[src/rtl/spi_mem_ctrl_pkg.sv]
// Shared encodings for the SPI memory controller: frame layout, commands, FSM states.
// Latency: n/a (types and constants only).
// Backpressure: n/a.
package spi_mem_ctrl_pkg;

  localparam int FRAME_W = 10;
  localparam int DATA_W  = 8;

  typedef enum logic [1:0] {
    CMD_WR_ADDR = 2'b00,
    CMD_WR_DATA = 2'b01,
    CMD_RD_ADDR = 2'b10,
    CMD_RD_DATA = 2'b11
  } cmd_e;

  typedef enum logic [1:0] {
    IDLE    = 2'b00,
    WR_MEM  = 2'b01,
    RD_REQ  = 2'b10,
    RD_WAIT = 2'b11
  } state_e;

  // rx_data layout: [9:8] command, [7:0] payload
  typedef struct packed {
    cmd_e              cmd;
    logic [DATA_W-1:0] payload;
  } frame_t;

endpackage

[src/rtl/spi_mem_ctrl_if.sv]
// Bundle of SPI-frame, read-back and memory-port signals around the controller.
// Latency: n/a (wires only).
// Backpressure: none; the SPI side drops frames the controller is too busy to take.
// Ports: master = controller view (drives tx_*, mem_*, cmd_err); slave = environment view.
interface spi_mem_ctrl_if import spi_mem_ctrl_pkg::*; #(
  parameter int ADDR_SIZE = 8
) ();

  logic [FRAME_W-1:0]   rx_data;
  logic                 rx_valid;
  logic [DATA_W-1:0]    tx_data;
  logic                 tx_valid;
  logic [ADDR_SIZE-1:0] mem_addr;
  logic [DATA_W-1:0]    mem_wdata;
  logic                 mem_we;
  logic                 mem_re;
  logic [DATA_W-1:0]    mem_rdata;
  logic                 cmd_err;

  modport master (
    input  rx_data, rx_valid, mem_rdata,
    output tx_data, tx_valid, mem_addr, mem_wdata, mem_we, mem_re, cmd_err
  );

  modport slave (
    output rx_data, rx_valid, mem_rdata,
    input  tx_data, tx_valid, mem_addr, mem_wdata, mem_we, mem_re, cmd_err
  );

endinterface

[src/rtl/spi_mem_ctrl_rise_detect.sv]
// Registered rising-edge detector for the level-style frame-complete flag.
// Latency: rise is combinational from din against last cycle's registered value.
// Backpressure: none.
// Ports: clk, rst (sync, active-high), din (level), rise (one-cycle pulse).
module spi_mem_ctrl_rise_detect (
  input  logic clk,
  input  logic rst,
  input  logic din,
  output logic rise
);

  logic prev;
  logic hist_vld;

  // hist_vld keeps the first post-reset cycle from treating a level that was
  // already high through reset as a fresh edge.
  always_ff @(posedge clk) begin
    if (rst) begin
      prev     <= 1'b0;
      hist_vld <= 1'b0;
    end else begin
      prev     <= din;
      hist_vld <= 1'b1;
    end
  end

  assign rise = hist_vld & din & ~prev;

endmodule

[src/rtl/spi_mem_ctrl.sv]
// Decodes SPI frames into memory address loads, writes and armed reads.
// Latency: write strobe T+1; read strobe T+1, tx_valid/tx_data T+3 after accept at T.
// Backpressure: none; frames arriving while busy are dropped with a cmd_err pulse.
// Ports: clk, rst (sync, active-high), bus (spi_mem_ctrl_if.master).
module spi_mem_ctrl import spi_mem_ctrl_pkg::*; #(
  parameter int ADDR_SIZE     = 8,
  parameter bit ADDR_AUTO_INC = 1'b0
) (
  input logic            clk,
  input logic            rst,
  spi_mem_ctrl_if.master bus
);

  state_e               state, state_nxt;
  frame_t               frame;
  logic                 rx_rise, accept;
  logic [ADDR_SIZE-1:0] wr_addr, rd_addr, payload_addr;
  logic                 rd_armed;
  logic [DATA_W-1:0]    wdata_q, tx_data_q;
  logic                 tx_valid_q, cmd_err_q;
  logic                 mem_we_c, mem_re_c;
  logic [ADDR_SIZE-1:0] mem_addr_c;
  logic [DATA_W-1:0]    mem_wdata_c;

  assign frame        = frame_t'(bus.rx_data);
  assign payload_addr = ADDR_SIZE'(frame.payload);
  assign accept       = rx_rise && (state == IDLE);

  spi_mem_ctrl_rise_detect u_rise (
    .clk  (clk),
    .rst  (rst),
    .din  (bus.rx_valid),
    .rise (rx_rise)
  );

  always_ff @(posedge clk) begin
    if (rst) state <= IDLE;
    else     state <= state_nxt;
  end

  // Memory port is a pure function of state so an aborting reset can never
  // leave a strobe behind.
  always_comb begin
    state_nxt   = state;
    mem_we_c    = 1'b0;
    mem_re_c    = 1'b0;
    mem_addr_c  = '0;
    mem_wdata_c = '0;
    case (state)
      IDLE: begin
        if (accept) begin
          if (frame.cmd == CMD_WR_DATA)                  state_nxt = WR_MEM;
          else if (frame.cmd == CMD_RD_DATA && rd_armed) state_nxt = RD_REQ;
        end
      end
      WR_MEM: begin
        mem_we_c    = 1'b1;
        mem_addr_c  = wr_addr;
        mem_wdata_c = wdata_q;
        state_nxt   = IDLE;
      end
      RD_REQ: begin
        mem_re_c   = 1'b1;
        mem_addr_c = rd_addr;
        state_nxt  = RD_WAIT;
      end
      RD_WAIT: state_nxt = IDLE;
      default: state_nxt = IDLE;
    endcase
  end

  always_ff @(posedge clk) begin
    if (rst) begin
      wr_addr    <= '0;
      rd_addr    <= '0;
      rd_armed   <= 1'b0;
      wdata_q    <= '0;
      tx_data_q  <= '0;
      tx_valid_q <= 1'b0;
      cmd_err_q  <= 1'b0;
    end else begin
      cmd_err_q <= 1'b0;
      if (rx_rise && state != IDLE) cmd_err_q <= 1'b1;
      if (accept) begin
        // An unarmed read is rejected outright, so it leaves the last read-back intact.
        if (!(frame.cmd == CMD_RD_DATA && !rd_armed)) begin
          tx_valid_q <= 1'b0;
          tx_data_q  <= '0;
        end
        case (frame.cmd)
          CMD_WR_ADDR: wr_addr <= payload_addr;
          CMD_WR_DATA: wdata_q <= frame.payload;
          CMD_RD_ADDR: begin
            rd_addr  <= payload_addr;
            rd_armed <= 1'b1;
          end
          CMD_RD_DATA: if (!rd_armed) cmd_err_q <= 1'b1;
          default: ;
        endcase
      end
      if (state == WR_MEM && ADDR_AUTO_INC) wr_addr <= wr_addr + ADDR_SIZE'(1);
      if (state == RD_WAIT) begin
        tx_data_q  <= bus.mem_rdata;
        tx_valid_q <= 1'b1;
        rd_armed   <= 1'b0;
      end
    end
  end

  assign bus.tx_data   = tx_data_q;
  assign bus.tx_valid  = tx_valid_q;
  assign bus.cmd_err   = cmd_err_q;
  assign bus.mem_we    = mem_we_c;
  assign bus.mem_re    = mem_re_c;
  assign bus.mem_addr  = mem_addr_c;
  assign bus.mem_wdata = mem_wdata_c;

endmodule

[src/flat_wrapper.sv]
// flat-port wrapper written by rule: the top's interface ports become plain ports
module spi_mem_ctrl_flat import spi_mem_ctrl_pkg::*;
#(
  parameter int ADDR_SIZE     = 8,
  parameter bit ADDR_AUTO_INC = 1'b0
)
  (clk, rst, bus_rx_data, bus_rx_valid, bus_mem_rdata, bus_tx_data, bus_tx_valid, bus_mem_addr, bus_mem_wdata, bus_mem_we, bus_mem_re, bus_cmd_err);
  spi_mem_ctrl_if #(.ADDR_SIZE(ADDR_SIZE)) bus_i ();
  input logic clk;
  input logic rst;
  input wire logic [$bits(bus_i.rx_data)-1:0] bus_rx_data;
  input wire logic [$bits(bus_i.rx_valid)-1:0] bus_rx_valid;
  input wire logic [$bits(bus_i.mem_rdata)-1:0] bus_mem_rdata;
  output wire logic [$bits(bus_i.tx_data)-1:0] bus_tx_data;
  output wire logic [$bits(bus_i.tx_valid)-1:0] bus_tx_valid;
  output wire logic [$bits(bus_i.mem_addr)-1:0] bus_mem_addr;
  output wire logic [$bits(bus_i.mem_wdata)-1:0] bus_mem_wdata;
  output wire logic [$bits(bus_i.mem_we)-1:0] bus_mem_we;
  output wire logic [$bits(bus_i.mem_re)-1:0] bus_mem_re;
  output wire logic [$bits(bus_i.cmd_err)-1:0] bus_cmd_err;
  assign bus_i.rx_data = bus_rx_data;
  assign bus_i.rx_valid = bus_rx_valid;
  assign bus_i.mem_rdata = bus_mem_rdata;
  assign bus_tx_data = bus_i.tx_data;
  assign bus_tx_valid = bus_i.tx_valid;
  assign bus_mem_addr = bus_i.mem_addr;
  assign bus_mem_wdata = bus_i.mem_wdata;
  assign bus_mem_we = bus_i.mem_we;
  assign bus_mem_re = bus_i.mem_re;
  assign bus_cmd_err = bus_i.cmd_err;
  spi_mem_ctrl #(.ADDR_SIZE(ADDR_SIZE), .ADDR_AUTO_INC(ADDR_AUTO_INC)) u_core (.clk(clk), .rst(rst), .bus(bus_i));
endmodule
[config.mk]
export PLATFORM = sky130hd
export DESIGN_NAME = spi_mem_ctrl_flat
export DESIGN_NICKNAME = d
export VERILOG_FILES = /design/src/rtl/spi_mem_ctrl_pkg.sv /design/src/rtl/spi_mem_ctrl_if.sv /design/src/rtl/spi_mem_ctrl_rise_detect.sv /design/src/rtl/spi_mem_ctrl.sv /design/src/flat_wrapper.sv
export SDC_FILE = /design/constraint.sdc
export NUM_CORES = 1
export LEC_CHECK = 0
export ABC_AREA = 1
export BUFFER_PORTS_ARGS = -buffer_cell sky130_fd_sc_hd__clkbuf_2
export CORE_MARGIN = 3
export CORE_UTILIZATION = 35
export CTS_BUF_LIST = sky130_fd_sc_hd__clkbuf_4
export CTS_CLUSTER_SIZE = 12
export DETAILED_ROUTE_END_ITERATION = 12
export GPL_TIMING_DRIVEN = 0
export SLEW_MARGIN = 5
export SYNTH_ARGS = -nofsm -noshare
export SYNTH_HDL_FRONTEND = slang
export SYNTH_SLANG_ARGS = --single-unit
[constraint.sdc]
create_clock -name clk -period 2.06 [get_ports clk]
set_clock_uncertainty 0.15 [all_clocks]
set_input_delay 0.309 -clock clk [delete_from_list [all_inputs] [get_ports clk]]
set_output_delay 0.309 -clock clk [all_outputs]
set_load 0.1 [all_outputs]
==> summary.txt, run 1 <==
Critical path arrival - 1650 ps
Post-synthesis compound-gate area fraction - 11.47%
H-tree depth - 2
Worst-Skew Late Latency - 350 ps
Die height - 76.19 um
Area of the multi-input gates - 975.9 sq um
Final #Nets - 335
Lkg Pwr - 1.229 nW
Crit-path slowest cell - dfxtp_4
Max-cap violations - 0
Dpl cells - 362
Final period util - 102.4%
Status - finished, violations left
Via count - 1665
Worst Hold Class - primary input to flop
Total track usage - 16.70%
FF+latch area - 788.3 sq um
RePlAce Congestion - 0.8138
Violated checks - setup timing
Psw - 878.3 uW
Global-route wire length before repair - 7886 um
Layout cells sized above 1 - 36.33%
Core ar. - 4564 sq um
Initial antenna violation count - 0
Root Buffer - clkbuf_4
Xor/xnor share of the synthesized area - 0%
Clock period minus worst slack - 2110 ps
Worst-path clk slew - 120 ps
Largest net degree at the start of global routing - 13
CP Class - flop to output pin
Cell row count - 24
Die width - 76.19 um
Post-synthesis adder-cell area fraction - 2.903%
DP HPWL - 3051 um
Startpoint types - flop
Post-route ant nets - 0
Netlist cell types - 20
Clk pwr share - 22.3%
Port bufs - 48
Power Dens Cells - 808.4 nW/um^2
Final WL - 4586 um
TritonCTS buffer count - 5
Place WS - -106.0 ps
Post-Synth Simple-Gate Area - 30.48%
Register area share after synthesis - 45.28%
Starting Density - 37.77%
Number of DRC markers in iteration 0 - 73
RSZ-0062 raised after global routing - true
Fin. Hold Viols - 0
Antenna diodes - 0
Slew headroom - 63.57%
Max VDD drop - 490.2 uV
# clock sinks - 39
Worst Setup End Kind - output pin
Data required time of the critical path - 1600 ps
Part of the power in registers - 37.1%
CP max stage delay - 390 ps
Total Power - 2.271 mW
Final instance area - 2809 sq um
TritonCTS clock tree - done
Slew @ Worst Pin - 548.8 ps
Drt via density - 4.428
Pins Over Slew Limit - 0
Placed cell area - 2266 sq um
Syn. warnings - 0
Commonest cells after routing, fill and taps aside - 53 x nor2_1, 44 x nand2_1, 37 x dfxtp_1
Switching share of power - 38.68%
Post-route DRC - 0
CP max FO - 8
1st-pass router iterations - 4
Yosys reg bits - 39
Cell area after synthesis - 1724 sq um
Clock Tree Buf Depth - 2
Post-route setup TNS - -369.7 ps
Critical path cell sequence - inv_4 -> ha_4 -> clkinvlp_4 -> buf_12 -> a21oi_4 -> clkbuf_16
Drt wl/cell - 12.20 um
Final core utilization - 61.54%
PnR worst setup slack - -50.15 ps
Number of global-route vias before repair - 1668
Grt ovf - 0
Hold slack - 24.56 ps
IO Pins - 49
Commonest non-fill, non-tap cell in the layout - nor2_1
Area grow syn2layout - 62.92%
Largest family of logic cells by synthesized area - simple AND/OR/NAND/NOR gates
Internal - 1.393 mW
Logic pwr share - 40.6%
Post-synthesis mux area share - 0%
Post-Syn Area per Cell - 6.924 sq um
Cell count after synthesis - 249
Post-Layout Cell Count - 376
Fill count - 437
Full die area - 5804 sq um
Final Setup Violations - 10
Synthesized net count - 274
F_max - 473.9 MHz
-- path summary, 6_finish.rpt --
| path | from | to | slack [ps] | cells after the start |
|---|---|---|---|---|
| setup / recovery | u_core.state[0] | bus_mem_addr[3] | -50 | 6 |
| hold / removal | bus_mem_rdata[5] | u_core.bus.tx_data[5] | 20 | 3 |
| hold reg to reg | u_core.bus.tx_valid | u_core.bus.tx_valid | 320 | 2 |
| setup reg to reg | u_core.state[0] | u_core.wr_addr[5] | 360 | 9 |
-- cell type report --
| class | instances | share of cell area (%) |
|---|---|---|
| inverter | 31 | 5.612 |
| buffer | 8 | 2.806 |
| sequential | 39 | 28.06 |
| timing repair buffer | 55 | 23.16 |
| clock inverter | 3 | 1.381 |
| clock buffer | 5 | 1.336 |
| tap | 65 | 2.895 |
| multi-input combinational | 170 | 34.74 |
-- what timing repair did --
item,CTS,global route
setup buffers,4,1
endpoints found under the hold margin,1,0
gates resized for setup,59,10
setup endpoints to repair,16,11
pin swaps,0,4
cloned,1,0
hold buffers,1,0
-- synth_stat cells (all sizes together) --
master	n	share of area, %
a211oi	1	0.44
a21oi	21	6.1
buf	5	2.1
clkbuf	4	0.87
clkinv	1	0.22
dfxtp	39	45
ha	4	2.9
inv	30	6.7
nand2	58	13
nand3	13	4.4
nor2	55	13
nor3	1	0.94
o21ai	17	4.9
-- sequential cells by signal (all words and copies together), names as in the netlist --
register and count:
u_core.bus.cmd_err 1, u_core.rd_armed 1, u_core.wdata_q 8, u_core.u_rise.hist_vld 1, u_core.u_rise.prev 1, u_core.state 2, u_core.bus.tx_valid 1, u_core.rd_addr 8
u_core.wr_addr 8, u_core.bus.tx_data 8
-- kinds of logic (layout without fill, tap and decap cells) --
| group | Yosys count | count (layout) |
|---|---|---|
| DFF | 39 | 39 |
| and+or+nand+nor | 127 | 127 |
| buffers and inverters | 40 | 102 |
| adders and majority gates | 4 | 4 |
| AOI/OAI and AO/OA | 39 | 39 |
-- metal layers --
layer	wire length [um]	global-route usage (%)	vias up	part of all wire, %
met2	2111	27.22	39	46
li1	-	-	891	-
met3	263	4.728	8	5.7
met5	0	0	-	0
met4	71	5.072	0	1.5
met1	2139	21.42	727	47
-- worst max-delay path, delay by kind of cell, from the launching register on --
kind	cells	cell delay [ps]
buffers and inverters	4	500
AOI/OAI and AO/OA	1	130
DFF	1	390
adders and majority gates	1	260
-- power groups by stage --
stage | Sequential [mW] | Combinational [mW] | Clock (mW)
global route | 0.851 | 0.991 | 0.556
global placement | 0.855 | 0.727 | 0
finish | 0.843 | 0.921 | 0.507
detailed placement | 0.856 | 0.726 | 0
floorplan | 0.898 | 0.568 | 0
CTS | 0.841 | 0.897 | 0.522
No activity file was read; power rests on OpenSTA's default activity.
==> run 2, diff against run 1 <==
ABC_AREA = default   (was 1)
==> run 2 against run 1 <==
Net effect: the flow now finishes without violations; die area increased by 3.5%; count of clock-buffer cells in the layout did not move; synthesized cell count decreased by 16%; sequential power decreased by 2.8%; combinational power down 18%; largest cell class unchanged.
==> summary.txt, run 2 <==
Root Buffer - clkbuf_4 (unchanged)
Hold-fix buffers at CTS - 0 (was 1)
Core ar. - 4848 sq um (was 4564 sq um)
Max VDD drop - 339.6 uV (was 490.2 uV)
Buffers & Inverters on Critical Path - 2 (was 4)
Top-area cell type share of the netlist area - 43.61% (was 45.28%)
Die height - 77.53 um (was 76.19 um)
Lkg Pwr - 0.9192 nW (was 1.229 nW)
Netlist cell types - 29 (was 20)
Largest net degree at the start of global routing - 13 (unchanged)
Fraction of registers with async set/reset - 0% (unchanged)
Hold slack - 33.22 ps (was 24.56 ps)
Placed cell area - 2226 sq um (was 2266 sq um)
Commonest cells post-synth - 39 x dfxtp_1, 25 x a21oi_1, 25 x nand3_1, 25 x o21ai_0, 12 x nor2b_1 (was 58 x nand2_1, 53 x nor2_1, 39 x dfxtp_1)
Grt ovf - 0 (unchanged)
PnR worst setup slack - 5.816 ps (was -50.15 ps)
Via count - 1787 (was 1665)
Slew headroom - 64.14% (was 63.57%)
CP max stage delay - 380 ps (was 390 ps)
Yosys reg bits - 39 (unchanged)
Critical path cell sequence - buf_4 -> ha_4 -> a22oi_2 -> nor2b_4 -> clkbuf_16 (was inv_4 -> ha_4 -> clkinvlp_4 -> buf_12 -> a21oi_4 -> clkbuf_16)
Fill count - 488 (was 437)
Post-Syn Area per Cell - 8.526 sq um (was 6.924 sq um)
FF+latch area - 788.3 sq um (unchanged)
Yosys top cell by area - dfxtp_1 (unchanged)
Cell area after synthesis - 1790 sq um (was 1724 sq um)
Top post-synthesis cells by area - dfxtp_1 44%, a21oi_1 7.0%, nand3_1 7.0%, o21ai_0 7.0%, nor2b_1 4.2% (was dfxtp_1 45%, nand2_1 13%, nor2_1 12%, a21oi_1 6.1%, inv_1 5.7%)
H-tree depth - 2 (unchanged)
RSZ-0062 raised after global routing - true (unchanged)
Power Dens Cells - 760.2 nW/um^2 (was 808.4 nW/um^2)
Worst-Skew Late Latency - 340 ps (was 350 ps)
Number of synthesized flops with an enable pin - 0 (unchanged)
RePlAce Congestion - 0.7831 (was 0.8138)
Final #Nets - 294 (was 335)
Clock period minus worst slack - 2054 ps (was 2110 ps)
Dpl cells - 324 (was 362)
Syn. warnings - 0 (unchanged)
IO Pins - 49 (unchanged)
Number of global-route vias before repair - 1736 (was 1668)
Cell row count - 25 (was 24)
Antenna diodes - 0 (unchanged)
Post-Layout Cell Count - 337 (was 376)
TritonCTS clock tree - done (unchanged)
Drt via density - 5.303 (was 4.428)
Drt wl/cell - 15.41 um (was 12.20 um)
Layout cells sized above 1 - 37.04% (was 36.33%)
Post-route DRC - 0 (unchanged)
Status - complete, no violations (was finished, violations left)
TritonCTS buffer count - 5 (unchanged)
Family with the most delay on the worst path - flip-flops (was buffers and inverters)
Worst Hold Class - primary input to flop (unchanged)
Final period util - 99.72% (was 102.4%)
Initial antenna violation count - 0 (unchanged)
DP HPWL - 3460 um (was 3051 um)
CP Class - flop to output pin (unchanged)
Pins Over Slew Limit - 0 (unchanged)
Area of the multi-input gates - 1064 sq um (was 975.9 sq um)
Worst-path clk slew - 120 ps (about the same)
Fin. Hold Viols - 0 (unchanged)
Full die area - 6010 sq um (was 5804 sq um)
Final Setup Violations - 0 (was 10)
Place WS - -43.72 ps (was -106.0 ps)
Clock Tree Buf Depth - 2 (unchanged)
Final instance area - 2572 sq um (was 2809 sq um)
Starting Density - 36.93% (was 37.77%)
Total track usage - 17.61% (was 16.70%)
F_max - 486.8 MHz (was 473.9 MHz)
Top_reg_cell synth - dfxtp_1 (unchanged)
1st-pass router iterations - 6 (was 4)
Total Power - 1.955 mW (was 2.271 mW)
Post-route ant nets - 0 (unchanged)
Critical path arrival - 1600 ps (was 1650 ps)
Max-cap violations - 0 (unchanged)
Final WL - 5194 um (was 4586 um)
Commonest non-fill, non-tap cell in the layout - dfxtp_1 (was nor2_1)
Commonest cells after routing, fill and taps aside - 37 x dfxtp_1, 30 x clkbuf_2, 25 x nand3_1, 25 x o21ai_0, 25 x a21oi_1 (was 53 x nor2_1, 44 x nand2_1, 37 x dfxtp_1)
Worst Setup End Kind - output pin (unchanged)
Cell with the most instances after synthesis - dfxtp_1 (was nand2_1)
Area grow syn2layout - 43.68% (was 62.92%)
Register area share after synthesis - 43.61% (was 45.28%)
Slew @ Worst Pin - 540.1 ps (was 548.8 ps)
# clock sinks - 39 (unchanged)
CP max FO - 10 (was 8)
Synthesized net count - 235 (was 274)
Cell count after synthesis - 210 (was 249)
Data required time of the critical path - 1600 ps (about the same)
Global-route wire length before repair - 8521 um (was 7886 um)
Port bufs - 47 (was 48)
Number of DRC markers in iteration 0 - 122 (was 73)
Die width - 77.53 um (was 76.19 um)
Startpoint types - flop (unchanged)
Crit-path slowest cell - dfxtp_4 (unchanged)
[run 2: cell count changes in the layout (fill, tap and decap cells not counted), moves of 12 or more]
cell,previous run,this run
nor2_1,53,1
nand2_1,44,10
nand3_1,11,25
inv_1,15,2
a21oi_1,13,25
clkbuf_16,15,3
[run 2: worst min-delay path, stage by stage]
cell,delay [ps]
clkbuf_2,70
nand3_1,60
o41ai_1,60
[run 2: final timing paths]
check | from | to | slack (ps) | depth (start not counted)
worst min register to register | u_core.bus.tx_valid | u_core.bus.tx_valid | 320 | 2
worst max-delay path | u_core.state[1] | bus_mem_addr[2] | 6 | 5
worst max register to register | u_core.state[0] | u_core.rd_addr[5] | 370 | 6
worst min-delay path | bus_mem_rdata[7] | u_core.bus.tx_data[7] | 30 | 3
[run 2: routing by layer]
metal / global-route usage, % / vias to the layer above / part of all wire (%)
met5: 0 / - / 0
met2: 29.79 / 56 / 48
met1: 22.27 / 851 / 45
met3: 3.828 / 7 / 6.0
li1: - / 873 / -
met4: 5.516 / 0 / 0.92
[run 2: final cells by class]
type / instances / share of cell area (%)
buffer: 15 / 3.356
clock buffer: 5 / 1.459
clock inverter: 3 / 0.5837
inverter: 4 / 0.5837
multi-input combinational: 151 / 41.34
sequential: 39 / 30.64
tap: 67 / 3.259
timing repair buffer: 53 / 18.77
[run 2: metrics by stage]
stage                     util [%]  TNS (ps)
after floorplan                  -    -51.95
after global placement       45.91    -336.5
after detailed placement     45.91    -304.7
after CTS                    52.18         0
after global routing         53.06    -77.84
final                        53.06         0
[run 2: logic make-up after synthesis]
family                   Yosys count  synth area share (%)
buffers and inverters             20                 5.241
adder cells (fa/ha/maj)            4                 2.795
flip-flops                        39                 43.61
AO/OA/AOI/OAI                     71                 22.36
AND/OR/NAND/NOR                   76                 26.00
[run 2: timing repair]
| action | in CTS | in global routing |
|---|---|---|
| pin swaps | 7 | 3 |
| buffers inserted | 4 | 2 |
| setup endpoints to repair | 16 | 8 |
| gates cloned | 0 | 0 |
| resized for setup | 49 | 10 |
[run 2: power by group]
group	internal [mW]	leakage, nW	switching [mW]
clock network	0.125	0.0263	0.258
logic	0.294	0.576	0.460
registers	0.792	0.317	0.0261
